### src/rtl/rf_wb_arbiter.sv
// rf_wb_arbiter: shares the register-file write port between ALU writeback and a load-return FIFO
module rf_wb_arbiter #(
  parameter int XLEN     = 32,
  parameter int LQ_DEPTH = 4,
  parameter int MAX_WAIT = 3
) (
  input  logic                            clk,
  input  logic                            rst_n,
  input  logic                            alu_valid,
  output logic                            alu_ready,
  input  logic [4:0]                      alu_add,
  input  logic [XLEN-1:0]                 alu_data,
  input  logic                            lsu_valid,
  output logic                            lsu_ready,
  input  logic [4:0]                      lsu_add,
  input  logic [XLEN-1:0]                 lsu_data,
  output logic                            rf_reg_wr,
  output logic [4:0]                      rf_write_add,
  output logic [XLEN-1:0]                 rf_write_data,
  output logic [31:0]                     pend_mask,
  output logic [$clog2(LQ_DEPTH+1)-1:0]   lq_count
);
  localparam int PW = $clog2(LQ_DEPTH);
  localparam int CW = $clog2(LQ_DEPTH+1);
  localparam int WW = $clog2(MAX_WAIT+1);
  logic [4:0]      add_q [LQ_DEPTH];
  logic [XLEN-1:0] dat_q [LQ_DEPTH];
  logic [PW-1:0]   rd_q, wr_q;
  logic [CW-1:0]   cnt_q, cnt_d;
  logic [WW-1:0]   wait_q, wait_d;
  logic            wr_q_o, out_lq_q;
  logic [4:0]      wa_q, win_add;
  logic [XLEN-1:0] wd_q, win_dat;
  logic            head_v, frc, alu_win, lq_win, push, wr_d;
  logic [31:0]     pend;
  always_comb begin
    head_v    = cnt_q != '0;
    frc       = head_v && wait_q == WW'(MAX_WAIT);
    alu_ready = !frc;
    lsu_ready = cnt_q < CW'(LQ_DEPTH);
    alu_win   = alu_valid && !frc;
    lq_win    = head_v && !alu_win;
    push      = lsu_valid && lsu_ready && lsu_add != '0;
    win_add   = alu_win ? alu_add : add_q[rd_q];
    win_dat   = alu_win ? alu_data : dat_q[rd_q];
    wr_d      = (alu_win || lq_win) && win_add != '0;
    cnt_d     = cnt_q + CW'(push) - CW'(lq_win);
    wait_d    = (!head_v || lq_win) ? '0 : (wait_q == WW'(MAX_WAIT)) ? wait_q : wait_q + WW'(1);
  end
  // Queued load destinations plus an LQ-sourced write still in the output stage
  always_comb begin
    pend = out_lq_q ? (32'd1 << wa_q) : 32'd0;
    for (int i = 0; i < LQ_DEPTH; i++)
      if (CW'(i) < cnt_q) pend = pend | (32'd1 << add_q[rd_q + PW'(i)]);
    pend_mask = pend & ~32'd1;
  end
  always_ff @(posedge clk or negedge rst_n) begin
    if (!rst_n) begin
      rd_q     <= '0;
      wr_q     <= '0;
      cnt_q    <= '0;
      wait_q   <= '0;
      wr_q_o   <= 1'b0;
      out_lq_q <= 1'b0;
      wa_q     <= '0;
      wd_q     <= '0;
    end else begin
      cnt_q    <= cnt_d;
      wait_q   <= wait_d;
      wr_q_o   <= wr_d;
      out_lq_q <= lq_win;
      if (push) wr_q <= wr_q + PW'(1);
      if (lq_win) rd_q <= rd_q + PW'(1);
      if (wr_d) begin
        wa_q <= win_add;
        wd_q <= win_dat;
      end
    end
  end
  always_ff @(posedge clk) begin
    if (push) begin
      add_q[wr_q] <= lsu_add;
      dat_q[wr_q] <= lsu_data;
    end
  end
  assign rf_reg_wr     = wr_q_o;
  assign rf_write_add  = wa_q;
  assign rf_write_data = wd_q;
  assign lq_count      = cnt_q;
endmodule

### config.mk
export PLATFORM = sky130hd
export DESIGN_NAME = rf_wb_arbiter
export DESIGN_NICKNAME = d
export VERILOG_FILES = /design/src/rtl/rf_wb_arbiter.sv
export SDC_FILE = /design/constraint.sdc
export NUM_CORES = 1
export LEC_CHECK = 0
export CAP_MARGIN = 10
export CELL_PAD_IN_SITES_DETAIL_PLACEMENT = 1
export CELL_PAD_IN_SITES_GLOBAL_PLACEMENT = 2
export CORE_MARGIN = 2
export CORE_UTILIZATION = 41
export CTS_CLUSTER_SIZE = 25
export DETAILED_ROUTE_END_ITERATION = 6
export HOLD_SLACK_MARGIN = 0.08
export PLACE_DENSITY_LB_ADDON = 0.1
export SYNTH_ARGS = -nofsm -noshare
export SYNTH_HDL_FRONTEND = slang
export SYNTH_SLANG_ARGS = --single-unit
### constraint.sdc
create_clock -name clk -period 4.68 [get_ports clk]
set_clock_uncertainty 0.2 [all_clocks]
set_input_delay 0.702 -clock clk [delete_from_list [all_inputs] [get_ports clk]]
set_output_delay 0.702 -clock clk [all_outputs]
set_load 0.005 [all_outputs]
==> out/qor.yml <==
critical_path:
  timing.rr.end: "rf_write_add[4]$_DFFE_PN0P_"
  r2r_start: "rd_q[0]$_DFFE_PN0P_"
  worstRegToRegCells: 5
  critPathKind: "register to output pin"
  worstSetupEndpoint: "pend_mask[17]"
  crit_start: "rd_q[0]$_DFFE_PN0P_"
  cp.required_ps: 3780
  start_kind: "register"
  worstPathArrival_ps: 3490
  path_max_fanout: 23
  rrSetupSlack_ps: 1720
  cp-end-kind: "output pin"
sta:
  rsz0062_at_grt: "false"
  final.setup.tns_ps: 0
  clock.fmax_ghz: 0.2276
  layout_min_cycle_time_ps: 4394
  whs_ps: 174.4
  hold_violations: 0
  period_share: 0.9388
  slew_viol_final: 0
  relSlewSlack: 0.2634
  setup-violations-final: 0
  max_slew.worst_pin.slew_ps: 1105
synthesis:
  synthesis.nets: 725
  async_flop_share: 0.2449
  synth_seq_cells: 196
  synth_cells: 637
  synth_seq_area_share: 0.5853
  ys.flop_type: "edfxtp_1"
  synth_warnings: 0
  netlist_area_mm2: 0.009646
  syn_area_per_cell_um2: 15.14
  synth_cell_type_count: 46
  synth_edf_count: 148
clocking:
  cts-root-buf: "clkbuf_16"
  numCtsBuffers: 17
  clkSinkCount: 196
  clk-insertion-delay-late_ps: 440
  path_clk_slew_ps: 90
  post-cts-setup-buffers: 0
  cts_tree: "built"
  ctsResizeCount: 0
  clock_path_buffers: 2
  cts_hold_buf: 0
  h-tree-depth: 4
placement:
  dp_hpwl_um: 19020
  placedInstanceArea_mm2: 0.01148
  place_congestion: 0.8827
  io_buffers: 151
job:
  max_cap_violations: 0
routing:
  drc: 0
  num_vias: 6425
  drtIter0Drc: 341
  via_per_inst: 5.783
  routedWlPerCell_um: 24.72
  antenna_left: 0
  drt-pass1-iter-count: 5
  wl_um: 27460
global_routing:
  grt_pass1_wl_um: 41640
  antenna_found_initial: 0
  grt_overflow: 0
  grt_max_degree: 38
  grt_usage: 0.2288
  grt_pass1_vias: 6888
finish:
  layout_common_cells: "clkdlybuf4s50_1 (150), edfxtp_1 (148), nand3_1 (75), mux4_2 (52), dfrtp_1 (46)"
  final_common_cell: "clkdlybuf4s50_1"
  post-route-util: 0.5212
  num_antenna_cells: 0
  nets: 867
  num-fill-cells: 2266
  drive_above_1_share: 0.2361
  area_growth_pct: 25.71
  final_area_mm2: 0.01213
die:
  rows: 56
  die_area_mm2: 0.02477
  chipHeight_um: 157.4
  io_pins: 153
  core-area_mm2: 0.02326
  die_width_um: 157.4
  initial_core_util: 0.4146
pwr:
  power_density_mw_per_mm2: 659.6
  cellLeakagePower_nw: 4.225
  p_total_w: 0.007998
  irDropWorstVdd_mv: 0.2773
status:
  outcome: "completed"
worst_hold_path:
  min_path_type: "input port to async pin"
==> stage by stage <==
| stage | cells | worst slack [ps] |
|---|---|---|
| global route | 1111 | 83.61 |
| CTS | 1111 | 345.0 |
| detailed placement | 1079 | 832.2 |
| finish | 1111 | 286.3 |
| floorplan | 637 | 1719 |
| global placement | 1079 | 882.8 |
==> power by group <==
| group | switching (W) | internal, W | leakage, nW | total, W |
|---|---|---|---|---|
| sequential | 0.000317 | 0.00228 | 1.90 | 0.00260 |
| clock | 0.000786 | 0.000750 | 0.303 | 0.00154 |
| combinational | 0.00199 | 0.00187 | 2.02 | 0.00387 |
==> worst min path at each step <==
stage / slack (ps) / startpoint / end / cells past startpoint
2_1_floorplan: 210 / rst_n / lq_count[0]$_DFF_PN0_ / 0
3_3_place_gp: 230 / wait_q[0]$_DFFE_PN0P_ / wait_q[0]$_DFFE_PN0P_ / 1
3_5_place_dp: 230 / wait_q[0]$_DFFE_PN0P_ / wait_q[0]$_DFFE_PN0P_ / 1
4_1_cts: 180 / rst_n / rf_write_data[17]$_DFFE_PN0P_ / 1
5_1_grt: 210 / rst_n / rf_write_data[16]$_DFFE_PN0P_ / 1
6_report: 170 / rst_n / rf_write_data[17]$_DFFE_PN0P_ / 1
==> sequential cells by signal (all words and copies together) (netlist names) <==
| register | flops |
|---|---|
| dat_q | 128 |
| rf_write_data | 32 |
| out_lq_q | 1 |
| wr_q | 2 |
| rd_q | 2 |
| rf_reg_wr | 1 |
| lq_count | 3 |
| rf_write_add | 5 |
| wait_q | 2 |
| add_q | 20 |
==> final cells by class <==
class                   count  area [um^2]  area share
inverters                  11        41.29    0.003405
flip-flops and latches    196         5650      0.4660
multi-input cells         379         3715      0.3064
repair buffers            174         1679      0.1385
clock inverters            15        215.2     0.01775
well taps                 319        399.1     0.03292
clock buffers              17        425.4     0.03508
==> cell families after synthesis <==
logic type               synth area share
multiplexers                       0.2140
XOR/XNOR                         0.003632
flip-flops                         0.5853
AO/OA/AOI/OAI                     0.04099
adder cells (fa/ha/maj)           0.01375
AND/OR/NAND/NOR                    0.1116
buffers and inverters             0.03035
other                           0.0003888
==> per-layer routing <==
layer,wire length [um],vias to the layer above,global-route usage
li1,-,2818,-
met4,506,0,0.07273
met1,11290,3346,0.2946
met2,14270,225,0.3957
met5,0,-,0
met3,1403,36,0.03800
==> worst max-delay path: stages (launching register included) <==
cell	delay, ps
dfrtp_4	680
mux4_2	610
nor4b_1	860
a22oi_1	200
nand4_1	180
clkdlybuf4s50_1	530
==> synth_stat cells (2+ instances only) <==
library cell / number / area share
ha_1: 9 / 0.012
buf_4: 6 / 0.0047
mux2_1: 4 / 0.0047
a32oi_1: 27 / 0.025
edfxtp_1: 148 / 0.46
nor3b_1: 5 / 0.0039
xnor2_1: 4 / 0.0036
dfrtp_1: 48 / 0.12
a22oi_1: 8 / 0.0062
mux4_2: 52 / 0.12
buf_6: 4 / 0.0047
inv_1: 11 / 0.0043
nand2_1: 23 / 0.0090
buf_2: 4 / 0.0021
and2_1: 14 / 0.0091
or3_1: 2 / 0.0013
nor2_1: 14 / 0.0054
buf_1: 8 / 0.0031
nor2b_1: 18 / 0.012
mux2_2: 38 / 0.044
o21ai_0: 3 / 0.0016
nor3_1: 2 / 0.0010
and4b_1: 3 / 0.0031
nand4_1: 29 / 0.019
o21ai_1: 2 / 0.0010
clkbuf_2: 2 / 0.0010
clkbuf_1: 27 / 0.011
nor4b_1: 2 / 0.0018
mux2_4: 28 / 0.044
and3_1: 2 / 0.0013
nand3_1: 75 / 0.039
No activity file was read; power rests on OpenSTA's default activity.
